$ cat config.mk
export PLATFORM = sky130hd
export DESIGN_NAME = ahb_block_master
export DESIGN_NICKNAME = d
export VERILOG_FILES = /design/src/rtl/des_ahb_pkg.sv /design/src/rtl/ahb_block_master.sv
export SDC_FILE = /design/constraint.sdc
export NUM_CORES = 1
export LEC_CHECK = 0
export BUFFER_PORTS_ARGS = -buffer_cell sky130_fd_sc_hd__buf_2
export CAP_MARGIN = 30
export CORE_UTILIZATION = 45
export CTS_CLUSTER_DIAMETER = 120
export CTS_CLUSTER_SIZE = 10
export DETAILED_ROUTE_END_ITERATION = 10
export GPL_TIMING_DRIVEN = 0
export PLACE_DENSITY = 0.74
export RECOVER_POWER = 25
export SLEW_MARGIN = 5
export SYNTH_ARGS = -nofsm -noshare
export SYNTH_HDL_FRONTEND = slang
export SYNTH_SLANG_ARGS = --single-unit
$ cat constraint.sdc
create_clock -name HCLK -period 6.4 [get_ports HCLK]
set_input_delay 0.32 -clock HCLK [delete_from_list [all_inputs] [get_ports HCLK]]
set_output_delay 0.32 -clock HCLK [all_outputs]
set_load 0.005 [all_outputs]
$ cat src/rtl/des_ahb_pkg.sv
// Shared AHB-Lite encodings and master FSM states
// for the Triple-DES block fetch/store path.
package des_ahb_pkg;

  typedef enum logic [1:0] {
    HTRANS_IDLE   = 2'b00,
    HTRANS_BUSY   = 2'b01,
    HTRANS_NONSEQ = 2'b10,
    HTRANS_SEQ    = 2'b11
  } htrans_t;

  localparam logic [2:0] HSIZE_64      = 3'b011;
  localparam logic [2:0] HBURST_SINGLE = 3'b000;
  localparam logic [3:0] HPROT_DATA    = 4'h1;

  typedef enum logic [3:0] {
    ST_IDLE,
    ST_RD_ADDR,
    ST_RD_DATA,
    ST_RD_HOLD,
    ST_WR_WAIT,
    ST_WR_ADDR,
    ST_WR_DATA,
    ST_DONE,
    ST_ERR
  } master_state_t;

endpackage

$ cat src/rtl/ahb_block_master.sv
// AHB-Lite master: single read, hand-off to DES core,
// single write back, repeated per 64-bit block.
module ahb_block_master
  import des_ahb_pkg::*;
#(
  parameter int CNT_W    = 16,
  parameter int ADDR_INC = 8
) (
  input  logic             HCLK,
  input  logic             HRESET,
  input  logic             HREADY,
  input  logic             HRESP,
  input  logic [63:0]      HRDATA,
  output logic [31:0]      HADDR,
  output logic             HWRITE,
  output logic [1:0]       HTRANS,
  output logic [2:0]       HBURST,
  output logic [2:0]       HSIZE,
  output logic [3:0]       HPROT,
  output logic             HMASTLOCK,
  output logic [63:0]      HWDATA,
  input  logic             cmd_start,
  input  logic [31:0]      cmd_src_addr,
  input  logic [31:0]      cmd_dst_addr,
  input  logic [CNT_W-1:0] cmd_count,
  output logic             busy,
  output logic             done,
  output logic             error,
  output logic [63:0]      rd_data,
  output logic             rd_valid,
  input  logic             rd_ready,
  input  logic [63:0]      wr_data,
  input  logic             wr_valid,
  output logic             wr_ready
);

  localparam logic [31:0] INC = 32'(ADDR_INC);

  master_state_t    state_q, state_d;
  htrans_t          htrans_q, htrans_d;
  logic [31:0]      haddr_q, haddr_d;
  logic             hwrite_q, hwrite_d;
  logic [63:0]      hwdata_q, hwdata_d;
  logic [31:0]      src_q, src_d;
  logic [31:0]      dst_q, dst_d;
  logic [CNT_W-1:0] rem_q, rem_d;
  logic             busy_q, busy_d;
  logic             done_q, done_d;
  logic             error_q, error_d;
  logic [63:0]      rd_data_q, rd_data_d;
  logic             rd_valid_q, rd_valid_d;
  logic             wr_ready_q, wr_ready_d;

  logic misaligned;
  assign misaligned = (|cmd_src_addr[2:0]) |
                      (|cmd_dst_addr[2:0]);

  always_comb begin
    state_d    = state_q;
    htrans_d   = htrans_q;
    haddr_d    = haddr_q;
    hwrite_d   = hwrite_q;
    hwdata_d   = hwdata_q;
    src_d      = src_q;
    dst_d      = dst_q;
    rem_d      = rem_q;
    busy_d     = busy_q;
    done_d     = done_q;
    error_d    = error_q;
    rd_data_d  = rd_data_q;
    rd_valid_d = rd_valid_q;
    wr_ready_d = wr_ready_q;

    unique case (state_q)
      ST_IDLE: begin
        if (cmd_start) begin
          src_d   = cmd_src_addr;
          dst_d   = cmd_dst_addr;
          rem_d   = cmd_count;
          error_d = 1'b0;
          if (cmd_count == '0) begin
            state_d = ST_DONE;
            done_d  = 1'b1;
          end else if (misaligned) begin
            state_d = ST_ERR;
            error_d = 1'b1;
          end else begin
            state_d  = ST_RD_ADDR;
            busy_d   = 1'b1;
            htrans_d = HTRANS_NONSEQ;
            haddr_d  = cmd_src_addr;
            hwrite_d = 1'b0;
          end
        end
      end
      ST_RD_ADDR: begin
        if (HREADY) begin
          state_d  = ST_RD_DATA;
          htrans_d = HTRANS_IDLE;
        end
      end
      ST_RD_DATA: begin
        if (HRESP) begin
          state_d = ST_ERR;
          error_d = 1'b1;
          busy_d  = 1'b0;
        end else if (HREADY) begin
          state_d    = ST_RD_HOLD;
          rd_data_d  = HRDATA;
          rd_valid_d = 1'b1;
        end
      end
      ST_RD_HOLD: begin
        if (rd_ready) begin
          state_d    = ST_WR_WAIT;
          rd_valid_d = 1'b0;
          wr_ready_d = 1'b1;
        end
      end
      ST_WR_WAIT: begin
        if (wr_valid) begin
          state_d    = ST_WR_ADDR;
          wr_ready_d = 1'b0;
          hwdata_d   = wr_data;
          htrans_d   = HTRANS_NONSEQ;
          hwrite_d   = 1'b1;
          haddr_d    = dst_q;
        end
      end
      ST_WR_ADDR: begin
        if (HREADY) begin
          state_d  = ST_WR_DATA;
          htrans_d = HTRANS_IDLE;
        end
      end
      ST_WR_DATA: begin
        if (HRESP) begin
          state_d = ST_ERR;
          error_d = 1'b1;
          busy_d  = 1'b0;
        end else if (HREADY) begin
          src_d = src_q + INC;
          dst_d = dst_q + INC;
          if (rem_q != '0) rem_d = rem_q - 1'b1;
          if (rem_q <= 1) begin
            state_d = ST_DONE;
            done_d  = 1'b1;
            busy_d  = 1'b0;
          end else begin
            state_d  = ST_RD_ADDR;
            htrans_d = HTRANS_NONSEQ;
            haddr_d  = src_q + INC;
            hwrite_d = 1'b0;
          end
        end
      end
      ST_DONE: begin
        done_d  = 1'b0;
        state_d = ST_IDLE;
      end
      ST_ERR: begin
        state_d = ST_IDLE;
      end
      default: begin
        state_d = ST_IDLE;
      end
    endcase
  end

  always_ff @(posedge HCLK) begin
    if (!HRESET) begin
      state_q    <= ST_IDLE;
      htrans_q   <= HTRANS_IDLE;
      haddr_q    <= '0;
      hwrite_q   <= 1'b0;
      hwdata_q   <= '0;
      src_q      <= '0;
      dst_q      <= '0;
      rem_q      <= '0;
      busy_q     <= 1'b0;
      done_q     <= 1'b0;
      error_q    <= 1'b0;
      rd_data_q  <= '0;
      rd_valid_q <= 1'b0;
      wr_ready_q <= 1'b0;
    end else begin
      state_q    <= state_d;
      htrans_q   <= htrans_d;
      haddr_q    <= haddr_d;
      hwrite_q   <= hwrite_d;
      hwdata_q   <= hwdata_d;
      src_q      <= src_d;
      dst_q      <= dst_d;
      rem_q      <= rem_d;
      busy_q     <= busy_d;
      done_q     <= done_d;
      error_q    <= error_d;
      rd_data_q  <= rd_data_d;
      rd_valid_q <= rd_valid_d;
      wr_ready_q <= wr_ready_d;
    end
  end

  assign HTRANS    = htrans_q;
  assign HADDR     = haddr_q;
  assign HWRITE    = hwrite_q;
  assign HWDATA    = hwdata_q;
  assign HBURST    = HBURST_SINGLE;
  assign HSIZE     = HSIZE_64;
  assign HPROT     = HPROT_DATA;
  assign HMASTLOCK = 1'b0;
  assign busy      = busy_q;
  assign done      = done_q;
  assign error     = error_q;
  assign rd_data   = rd_data_q;
  assign rd_valid  = rd_valid_q;
  assign wr_ready  = wr_ready_q;

endmodule

* Word-level counts from Yosys, hierarchy flattened
Index checks and enable logic that the tools add are counted.
** Storage, ports and cells
- Register bits :: 252
- Output and inout bits :: 179
- Word-level logic and storage cells :: 152
** Cells by class
- $add $sub $neg :: 3
- Order comparisons :: 1
- Equal/unequal tests :: 28
- Muxes and demuxes :: 77
- Bitwise logic cells :: 2
- Reductions and logical operators :: 27
** Operator list (count)
- $mux W32 :: 13
- $pmux W32 S2 :: 2
- $pmux W32 S3 :: 1
- $add A32 B4 Y32 const B :: 2
- $mux W16 :: 4
- $mux W4 :: 11
- $ne A2 B2 Y1 const B :: 16
- $pmux W16 S2 :: 1
- $mux W1 :: 28
- $pmux W4 S7 :: 1
- $eq A4 B3 Y1 const B :: 4
- $le A16 B1 Y1 const B :: 1
- $logic_not A16 Y1 :: 1
- $mux W2 :: 8
- $reduce_bool A16 Y1 :: 1
- $sub A16 B1 Y16 const B :: 1
- $reduce_and A7 Y1 :: 2
- $ne A3 B3 Y1 const B :: 3
- $pmux W1 S3 :: 3
- $reduce_and A3 Y1 :: 3
- $reduce_and A9 Y1 :: 1
- $reduce_bool A3 Y1 :: 3
- $eq A4 B2 Y1 const B :: 2
- $pmux W2 S4 :: 1
- 16 further kinds :: 25

* Depth between registers and ports, before layout
Gate-level depths: netlist of the first run.
- Depth in word-level cells :: 6
- Mapped depth :: 10
- Mapped depth without buffers :: 8

* Worst setup path after synthesis of the first run
OpenSTA, ideal clock, no wires.
- Kind :: register to register
- Start :: register rem_q[0]
- End :: register rem_q[14]
- Setup time :: 0.132 ns
- Arrival time :: 1.957 ns
- Setup slack :: 4.310 ns
- Stages on the path, launching flop included :: 9
- Period minus slack after synthesis :: 2.090 ns
- Cell sequence :: dfxtp_1 -> inv_1 -> ha_1 -> or3b_1 -> nor4b_2 -> nand2_1 -> o21a_1 -> o21ai_0 -> a21oi_1
** On the way
- Cells in the longest elaborated chain, start to end :: 5
- Elaborated cells between the ends (all ways) :: 8
** RTL lines
- from (decl) :: RTL line ahb_block_master.sv:46 : logic [CNT_W-1:0] rem_q, rem_d;
- from (signal assigned) :: RTL line ahb_block_master.sv:194 : rem_q <= rem_d;
- $sub A16 B1 Y16 :: RTL line ahb_block_master.sv:144 : if (rem_q != '0) rem_d = rem_q - 1'b1;
- $mux W16 :: RTL line ahb_block_master.sv:144
- $mux W16 :: RTL line ahb_block_master.sv:141 : end else if (HREADY) begin
- $mux W16 :: RTL line ahb_block_master.sv:137 : if (HRESP) begin
- $pmux W16 S2 :: RTL line ahb_block_master.sv:74 : unique case (state_q)
Several ways; a longest one is shown, not always the timed one. The select of a mux whose other input is x is not followed.
A chain may end at the register's enable or synchronous reset.

* Final worst setup path of the first run
- Start :: register src_q[3]
- End :: register haddr_q[25] (netlist: HADDR[25])
** On the way
- Cells in the longest elaborated chain, start to end :: 5
** RTL lines
- from (decl) :: RTL line ahb_block_master.sv:44 : logic [31:0] src_q, src_d;
- from (signal assigned) :: RTL line ahb_block_master.sv:192 : src_q <= src_d;
- $add A32 B4 Y32 :: RTL line ahb_block_master.sv:152 : haddr_d = src_q + INC;
- $mux W32 :: RTL line ahb_block_master.sv:145 : if (rem_q <= 1) begin
- $mux W32 :: RTL line ahb_block_master.sv:141
- $mux W32 :: RTL line ahb_block_master.sv:137
- $pmux W32 S3 :: RTL line ahb_block_master.sv:74
- to (signal assigned) :: RTL line ahb_block_master.sv:189 : haddr_q <= haddr_d;
- to (decl) :: RTL line ahb_block_master.sv:41 : logic [31:0] haddr_q, haddr_d;
Every way passes these cells. The select of a mux whose other input is x is not followed.

==> metrics.txt, run 1 <==
status=finished, final reports clean; f_max=0.3336 GHz; DR WL/cell=20.09 um; cells along the critical path=ha_1 > nand4_1 > nor4_4 > nand2_1 > xnor2_1 > a222oi_1 > a21oi_1; startpoint types=flop; CP Capture Type=flop; Post-Syn Instances=1533; worst vdd ir=0.2177 mV; Setup TNS=0 ns; critical-path maximum fanout=10; global-route usage over all layers=0.3253; max_cap viols=0; Die H=162.8 um; Num CTS Buffers=29; CP max-delay cell=nor4_4; antenna violations before repair=0; largest net degree at the start of global routing=14; max incr delay on CP=0.70 ns; post-synth cell types=70; Pwr Total=3457 uW; initial core utilization=0.4608; hold_ws=0.01651 ns; critical path required time=6.81 ns; Hold Crit Class=input port to flop; width of the die=162.8 um; critical path depth=7; DIE AREA=26510 um^2; dpl hpwl=33.99 mm; Pleak=0.006036 uW; sequential cell area=5025 um^2; total global routing overflow=0; P&R area growth vs syn=25.88%; row count=58; Final Hold Viols=0; final-report max-slew violation count=0; Final WS setup=3.402 ns; Pwr per Cell Area=236.0 nW/um^2; EDFF count, synth=0; Worst-Skew Late Latency=0.55 ns; Crit path arrival time=3.40 ns; final worst path period need=2.998 ns; CP delay by family, top=simple AND/OR/NAND/NOR gates; ANT nets after route=0; Setup CP Type=flop to flop; root buf cell=clkbuf_16; Setup Viol. Count Final=0; Multi-input gate area=5989 um^2; final net count=2173; most used flip-flop cell after synthesis=dfxtp_1; global-route wire length before repair=66.63 mm; setup slack after placement=3.584 ns; Ports=394; Total Wirelength=45.86 mm; skew final=0.02096 ns; synthesized area=11640 um^2; DRT Pass-1 Iters=8; via count=13260; worst-margin pin slew=0.8333 ns; Vias/cell=5.809; post-synthesis sequential area ratio=0.4318; Syn Area/Cell=7.590 um^2; Yosys reg bits=251; Hold Buf Count CTS=0; residual DRC count=0; H-tree Lvls=1; vias in the first global route=11690; worst r2r path cells=7; IO buf count=379; Syn. warnings=0; fin crit share=0.4684; clk sinks=251; Slew headroom=0.4445; post_cts resized=0; Core ar.=25250 um^2; # fillers=2469; TritonCTS clock tree=yes; ys async rst share=0; First DRT Iteration DRCs=1531; Post-CTS Setup Bufs=0; RSZ-0062 raised after global routing=false; gp weighted congestion=0.9573; Critical path buffers and inverters=0; final antenna diode count=0; clk buf depth=3; hold path cells=3; Reg clk slew, reported paths=0.06 ns; layout cell share with drive strength beyond 1=0.2181
## power breakdown
group / switching [uW] / internal [uW] / leakage (uW) / total, uW
Clock: 624 / 794 / 0.000363 / 1420
Sequential: 51.7 / 1620 / 0.00204 / 1670
Combinational: 219 / 152 / 0.00363 / 371
Total: 895 / 2560 / 0.00604 / 3460
## per-stage QoR
step	utilization	area (um^2)	std cells
after CTS	0.5829	14720	2283
final	0.5800	14650	2283
after global placement	0.5537	13980	2252
after detailed placement	0.5537	13980	2252
after global routing	0.5800	14650	2283
after floorplan	-	11670	1543
## worst min-delay path, cell delays in order
cell and delay [ns]:
buf_2 0.09, nand2_1 0.05, a21oi_1 0.05
## layout make-up
class	instances	area share
clock buffer	30	0.04980
buffer	137	0.04168
clock inverter	1	0.0005979
timing repair buffer	379	0.1245
multi-input combinational	1142	0.4089
tap	330	0.02819
inverter	13	0.003331
sequential	251	0.3430
## cells in the mapped netlist (14+ instances only)
cell type / n / area share
a211oi_1: 17 / 0.011
a21oi_1: 219 / 0.094
a222oi_1: 16 / 0.014
a22oi_1: 29 / 0.019
a31oi_1: 23 / 0.012
buf_2: 38 / 0.016
clkbuf_1: 74 / 0.024
dfxtp_1: 251 / 0.43
nand2_1: 364 / 0.12
nand3_1: 40 / 0.017
nand4_1: 17 / 0.0091
nor2_1: 112 / 0.036
nor3_1: 21 / 0.0090
nor4_1: 15 / 0.0081
o21ai_0: 91 / 0.039
o31ai_1: 14 / 0.0090
xnor2_1: 19 / 0.014
## layout by cell type (no fill, tap or decap), drive strengths merged, types with 20 or more instances in the layout
cell type,n
nor3,24
nand4,20
a31oi,24
nand3,40
a22oi,29
a21oi,219
dfxtp,251
o21ai,97
nor4,20
nor2,113
clkbuf,161
nand2,364
buf,385
## layer usage
metal  share of wire  global-route usage
met1            0.40              0.4260
met5               0                   0
met4           0.045              0.1474
met3           0.098             0.06774
met2            0.45              0.5124
## sequential cells by signal (all words and copies together), names as in the netlist
| name | flops |
|---|---|
| HWDATA | 64 |
| rd_data | 64 |
| HADDR | 32 |
| dst_q | 32 |
| src_q | 32 |
| rem_q | 16 |
| state_q | 4 |
| HTRANS | 1 |
| HWRITE | 1 |
| busy | 1 |
| done | 1 |
| error | 1 |
| rd_valid | 1 |
| wr_ready | 1 |
## logic make-up (layout without fill, tap and decap cells)
kind of cell / count (synthesis) / in the layout / share of synthesized area
mux: 9 / 9 / 0.007742
compound gates: 460 / 460 / 0.2349
fa+ha+maj: 5 / 5 / 0.005376
xor+xnor: 26 / 26 / 0.01957
buf+inv: 150 / 560 / 0.05667
flops: 251 / 251 / 0.4318
simple gates: 630 / 630 / 0.2432
other cells: 2 / 12 / 0.0006454
## final timing paths
| check | start | slack [ns] | end |
|---|---|---|---|
| worst max-delay path | src_q[3] | 3.40 | HADDR[25] |
| worst min-delay path | wr_data[8] | 0.02 | HWDATA[8] |
| worst max register to register | src_q[3] | 3.40 | HADDR[25] |
| worst min register to register | rd_data[10] | 0.45 | rd_data[10] |
No activity file was read; power rests on OpenSTA's default activity.
==> run 2: changes to the inputs <==
ABC_AREA = 1   (was not set)
PLACE_DENSITY = 0.75   (was 0.74)
clock period = 2.6 ns   (was 6.4 ns; I/O delays follow)
==> run 2 against run 1 <==
Sequential cell count unchanged. Clock power rose to 2.5 times the previous value. Maximum frequency up 29%. Synthesized cell count up 30%. Cell area up 20%. Via count up 22%. Clock skew down 0.0040 ns.
==> metrics.txt, run 2 <==
Pint=6547 uW (was 2561 uW); post-synthesis sequential area ratio=0.3977 (was 0.4318); startpoint types=flop (unchanged); Post-CTS Setup Bufs=0 (unchanged); Vias/cell=5.425 (was 5.809); clk buf depth=3 (unchanged); top cells by count, synth=487 x nand2_1, 375 x nor2_1, 251 x dfxtp_1 (was 364 x nand2_1, 251 x dfxtp_1, 219 x a21oi_1); clk sinks=251 (unchanged); critical path required time=3.07 ns (was 6.81 ns); share of the synthesized area in the top cell type=0.3977 (was 0.4318); Placed Instance Area=15040 um^2 (was 13980 um^2); post_cts resized=0 (unchanged); Num CTS Buffers=29 (unchanged); Util after Layout=0.6465 (was 0.5800); skew final=0.01696 ns (was 0.02096 ns); layout cell share with drive strength beyond 1=0.1656 (was 0.2181); EDFF count, synth=0 (unchanged); post-synth cell types=38 (was 70); Setup Viol. Count Final=0 (unchanged); Die H=169.6 um (was 162.8 um); ys async rst share=0 (unchanged); width of the die=169.6 um (was 162.8 um); final net count=2823 (was 2173); clock network power share=0.392 (was 0.410); largest net degree at the start of global routing=14 (unchanged); dpl hpwl=38.64 mm (was 33.99 mm); TritonCTS clock tree=yes (unchanged); residual DRC count=0 (unchanged); vias in the first global route=15750 (was 11690); sw frac=0.2776 (was 0.2591); DRT Pass-1 Iters=5 (was 8); DIE AREA=28750 um^2 (was 26510 um^2); Final WS setup=0.2682 ns (was 3.402 ns); setup slack after placement=0.3785 ns (was 3.584 ns); final worst path period need=2.332 ns (was 2.998 ns); Syn. warnings=0 (unchanged); most used flip-flop cell after synthesis=dfxtp_1 (unchanged); Slew headroom=0.3591 (was 0.4445); Reg clk slew, reported paths=0.06 ns (about the same); max_cap viols=0 (unchanged); Worst-Skew Late Latency=0.55 ns (about the same); Syn Area/Cell=6.343 um^2 (was 7.590 um^2); final-report max-slew violation count=0 (unchanged); First DRT Iteration DRCs=1594 (was 1531); global-route wire length before repair=84.97 mm (was 66.63 mm); worst vdd ir=0.4662 mV (was 0.2177 mV); IO buf count=380 (was 379); critical-path maximum fanout=10 (unchanged); Pwr per Cell Area=514.4 nW/um^2 (was 236.0 nW/um^2); most frequent cells in the layout=487 x nand2_1, 375 x nor2_1, 347 x buf_2, 251 x dfxtp_1, 190 x dlygate4sd3_1 (was 364 x nand2_1, 358 x buf_2, 251 x dfxtp_1, 219 x a21oi_1, 132 x clkbuf_1); global-route usage over all layers=0.3780 (was 0.3253); RSZ-0062 raised after global routing=false (unchanged); fin crit share=0.8968 (was 0.4684); Pleak=0.007977 uW (was 0.006036 uW); row count=60 (was 58); Hold Crit Class=input port to flop (unchanged); most common cell in the netlist=nand2_1 (unchanged); dpl cells=2754 (was 2252); Synth area leader=dfxtp_1 (unchanged); Ports=394 (unchanged); DR WL/cell=18.68 um (was 20.09 um); worst-margin pin slew=0.9614 ns (was 0.8333 ns); synthesized area=12640 um^2 (was 11640 um^2); P&R area growth vs syn=39.43% (was 25.88%); Setup CP Type=flop to flop (unchanged); antenna violations before repair=5 (was 0); H-tree Lvls=1 (unchanged); Post-Syn Instances=1992 (was 1533); total global routing overflow=0 (unchanged); Non-Filler Instances=2980 (was 2283); CP Capture Type=flop (unchanged); initial core utilization=0.4637 (was 0.4608); via count=16170 (was 13260); Core ar.=27250 um^2 (was 25250 um^2); Yosys reg bits=251 (unchanged); Setup TNS=0 ns (unchanged); Final Hold Viols=0 (unchanged); f_max=0.4289 GHz (was 0.3336 GHz); Flop pwr share=0.459 (was 0.482); root buf cell=clkbuf_16 (unchanged); Crit path arrival time=2.80 ns (was 3.40 ns); gp weighted congestion=1.001 (was 0.9573); status=finished, final reports clean (unchanged); Total Wirelength=55.68 mm (was 45.86 mm); Comb pwr share=0.150 (was 0.107); design area=17620 um^2 (was 14650 um^2); most common cell after layout, fill and taps aside=nand2_1 (unchanged); Synth area leaders=dfxtp_1 40%, nand2_1 14%, nor2_1 11% (was dfxtp_1 43%, nand2_1 12%, a21oi_1 9.4%); Hold Buf Count CTS=190 (was 0); NetSw=2516 uW (was 895.5 uW); ANT nets after route=0 (unchanged)
[run 2: cell count changes after synthesis, sizes merged, moves of 13 or more]
| cell | delta |
|---|---|
| nand3 | +143 |
| nor4 | -20 |
| a22oi | -29 |
| nor2 | +273 |
| inv | +126 |
| o31ai | -14 |
| xnor2 | -19 |
| nor3 | -13 |
| o21ai | +68 |
| a222oi | -16 |
| a31oi | -20 |
| a21oi | -34 |
| nand2 | +127 |
[run 2: critical path, cell delays in order, from the launching register on]
cell and delay, ns:
dfxtp_1 0.48, inv_2 0.08, nor2_2 0.12, nand2_2 0.10
clkinv_2 0.14, clkbuf_1 0.55, nand3_1 0.26, nand3_1 0.14
nand3_1 0.18, a21oi_1 0.19
[run 2: kinds of logic (layout without fill, tap and decap cells)]
group	Yosys count	in the layout	synth area share
AO/OA/AOI/OAI	372	372	0.1510
XOR/XNOR	2	2	0.001387
adder cells (fa/ha/maj)	5	5	0.004951
buffers and inverters	263	864	0.08872
flip-flops	251	251	0.3977
multiplexers	1	1	0.0007922
other	2	17	0.0005943
AND/OR/NAND/NOR	1096	1096	0.3549
[run 2: layer usage]
layer,routed length [um],part of all wire,global-route usage,vias to the layer above
li1,-,-,-,7599
met1,21740,0.39,0.4505,7382
met2,26190,0.47,0.6498,963
met3,4803,0.086,0.06693,222
met4,2947,0.053,0.1951,0
met5,0,0,0,-
[run 2: stage by stage]
step	hold slack, ns	total power [uW]
floorplan	0.2649	4818
global placement	0.3502	5292
detailed placement	0.3578	5306
CTS	0.0009182	9011
global route	0.03760	9355
finish	0.01499	9063
[run 2: power by group through the flow]
stage	Clock [uW]	Sequential [uW]	Combinational [uW]
finish	3550	4160	1360
global route	3710	4170	1480
CTS	3550	4150	1310
detailed placement	0	4230	1080
global placement	0	4230	1060
floorplan	0	4190	630
[run 2: final cells by class]
cell class                      count  area, um^2
Clock inverter                      1       8.758
Multi-Input combinational cell   1488        6528
Tap cell                          372       465.4
Antenna cell                        5       12.51
Buffer                            124       598.1
Inverter                          139       523.0
Clock buffer                       30       729.5
Sequential cell                   251        5025
Fill cell                        2492        9633
Timing Repair Buffer              570        3729
[run 2: worst paths after layout]
kind / startpoint / to / slack (ns) / cells past startpoint
worst min register to register: done / done / 0.45 / 2
worst max register to register: state_q[1] / HADDR[9] / 0.27 / 9
worst min-delay path: cmd_count[12] / rem_q[12] / 0.01 / 4
worst max-delay path: state_q[1] / HADDR[9] / 0.27 / 9
==> run 3: changes to the inputs <==
ABC_AREA = not set   (was 1)
PLACE_DENSITY = 0.77   (was 0.75)
==> run 3 against run 2 <==
Hold slack better by 0.0068 ns. Die area shrank 7.8%. Maximum frequency is 9.0% lower. First-iteration DRC count up 13%. Power is 2.8% lower. Worst setup slack got worse by 0.23 ns. Sequential cell count did not move. Cell area shrank 5.1%. Clock power barely moved. Non-clock buffer count is 26 higher. Via count fell by 8.9%. Sequential power is 1% lower. Largest cell class unchanged.
==> metrics.txt, run 3 (synthesized netlist as in run 1, its figures left out) <==
CP Capture Type=flop (unchanged); initial core utilization=0.4608 (was 0.4637); clk buf depth=3 (unchanged); Pleak=0.006934 uW (was 0.007977 uW); Pwr per Cell Area=526.8 nW/um^2 (was 514.4 nW/um^2); fin crit share=0.9859 (was 0.8968); max incr delay on CP=0.49 ns (was 0.55 ns); DIE AREA=26510 um^2 (was 28750 um^2); most common cell after layout, fill and taps aside=nand2_1 (unchanged); Ports=394 (unchanged); final worst path period need=2.563 ns (was 2.332 ns); DRT Pass-1 Iters=7 (was 5); final-report max-slew violation count=0 (unchanged); global-route wire length before repair=75.44 mm (was 84.97 mm); Worst-Skew Late Latency=0.55 ns (about the same); DR WL/cell=20.63 um (was 18.68 um); skew final=0.01697 ns (was 0.01696 ns); RSZ-0062 raised after global routing=false (unchanged); Setup CP Type=flop to flop (unchanged); Setup Viol. Count Final=0 (unchanged); clk sinks=251 (unchanged); Crit path arrival time=2.98 ns (was 2.80 ns); critical path required time=3.02 ns (was 3.07 ns); Setup TNS=0 ns (unchanged); vias in the first global route=13860 (was 15750); Slew headroom=0.4347 (was 0.3591); CP delay by family, top=simple AND/OR/NAND/NOR gates (unchanged); First DRT Iteration DRCs=1808 (was 1594); Hold Crit Class=input port to flop (unchanged); CP max-delay cell=dfxtp_1 (was clkbuf_1); residual DRC count=0 (unchanged); setup slack after placement=-0.1201 ns (was 0.3785 ns); Util after Layout=0.6624 (was 0.6465); via count=14730 (was 16170); Reg clk slew, reported paths=0.06 ns (about the same); largest net degree at the start of global routing=14 (unchanged); total global routing overflow=0 (unchanged); Vias/cell=5.914 (was 5.425); Num CTS Buffers=29 (unchanged); H-tree Lvls=1 (unchanged); antenna violations before repair=2 (was 5); startpoint types=flop (unchanged); IO buf count=379 (was 380); ANT nets after route=0 (unchanged); Final WS setup=0.03665 ns (was 0.2682 ns); cells along the critical path=ha_1 > nand4_1 > nor4_4 > buf_4 > nand2_1 > xnor2_1 > a222oi_1 > a21oi_1 (was inv_2 > nor2_2 > nand2_2 > clkinv_2 > clkbuf_1 > nand3_1 > nand3_1 > nand3_1 > a21oi_1); max_cap viols=0 (unchanged); width of the die=162.8 um (was 169.6 um); global-route usage over all layers=0.3656 (was 0.3780); critical-path maximum fanout=6 (was 10); worst-margin pin slew=0.8480 ns (was 0.9614 ns); row count=58 (was 60); P&R area growth vs syn=43.75% (was 39.43%); TritonCTS clock tree=yes (unchanged); Die H=162.8 um (was 169.6 um); Critical path buffers and inverters=1 (was 3); gp weighted congestion=0.9841 (was 1.001); Core ar.=25250 um^2 (was 27250 um^2); root buf cell=clkbuf_16 (unchanged); f_max=0.3901 GHz (was 0.4289 GHz); most frequent cells in the layout=364 x nand2_1, 356 x buf_2, 251 x dfxtp_1, 219 x a21oi_1, 201 x dlygate4sd3_1 (was 487 x nand2_1, 375 x nor2_1, 347 x buf_2, 251 x dfxtp_1, 190 x dlygate4sd3_1); worst vdd ir=0.4407 mV (was 0.4662 mV); layout cell share with drive strength beyond 1=0.2021 (was 0.1656); Final Hold Viols=0 (unchanged); final net count=2377 (was 2823); Total Wirelength=51.37 mm (was 55.68 mm); dpl hpwl=34.16 mm (was 38.64 mm); status=finished, final reports clean (unchanged)
run 3: changes by cell type in the layout (fill, tap and decap cells not counted), moves of 19 or more:
| cell | previous run | this run |
|---|---|---|
| xnor2_1 | 0 | 19 |
| nor2_1 | 375 | 112 |
| a31oi_1 | 4 | 23 |
| inv_1 | 133 | 11 |
| a22oi_1 | 0 | 29 |
| a21oi_1 | 185 | 219 |
| nand2_1 | 487 | 364 |
| nand3_1 | 182 | 40 |
| o21ai_0 | 144 | 91 |
run 3: final cells by class:
cell class / instances / area, um^2
repair buffers: 583 / 3855
inverters: 13 / 48.80
flip-flops and latches: 251 / 5025
plain buffers: 137 / 620.6
multi-input cells: 1142 / 6020
clock buffers: 30 / 729.5
diodes: 3 / 7.507
well taps: 330 / 412.9
clock inverters: 1 / 8.758
fillers: 2120 / 8527
run 3: tightest hold or removal path, cell delays in order:
cell     delay [ns]
buf_2          0.09
a22o_1         0.14
a22oi_1        0.08
nor2_1         0.09
run 3: path summary, 6_finish.rpt:
| check | start | endpoint | slack (ns) | depth (start not counted) |
|---|---|---|---|---|
| max | src_q[3] | HADDR[23] | 0.04 | 8 |
| min | cmd_count[6] | rem_q[6] | 0.02 | 4 |
| max reg2reg | src_q[3] | HADDR[23] | 0.04 | 8 |
| min reg2reg | HWDATA[34] | HWDATA[34] | 0.45 | 2 |
run 3: power by group:
group / internal (uW) / switching (uW) / total [uW]
combinational: 576 / 612 / 1190
sequential: 3980 / 133 / 4110
clock: 1950 / 1560 / 3520
run 3: stage by stage:
| step | cells | total power [uW] | area (um^2) | hold slack, ns |
|---|---|---|---|---|
| 5_1_grt | 2489 | 9069 | 16720 | 0.04133 |
| 6_report | 2490 | 8813 | 16730 | 0.02178 |
| 3_3_place_gp | 2252 | 5051 | 13980 | 0.3708 |
| 3_5_place_dp | 2252 | 5068 | 13980 | 0.3761 |
| 2_1_floorplan | 1543 | 4641 | 11670 | 0.2660 |
| 4_1_cts | 2487 | 8755 | 16760 | 0.004161 |
run 3: routing by layer:
metal | GRT usage | vias to the layer above | part of all wire
met4 | 0.2426 | 0 | 0.068
met5 | 0 | - | 0
met2 | 0.5812 | 1033 | 0.45
li1 | - | 6614 | -
met1 | 0.4331 | 6818 | 0.37
met3 | 0.09626 | 261 | 0.11
run 3: repair_timing:
action | CTS | global route
pin swaps | 1 | 1
hold buffers | 201 | 0
endpoints found under the hold margin | 224 | 0
buffers inserted | 3 | 0
endpoints found under the setup margin | 2 | 64
gates resized for setup | 0 | 17
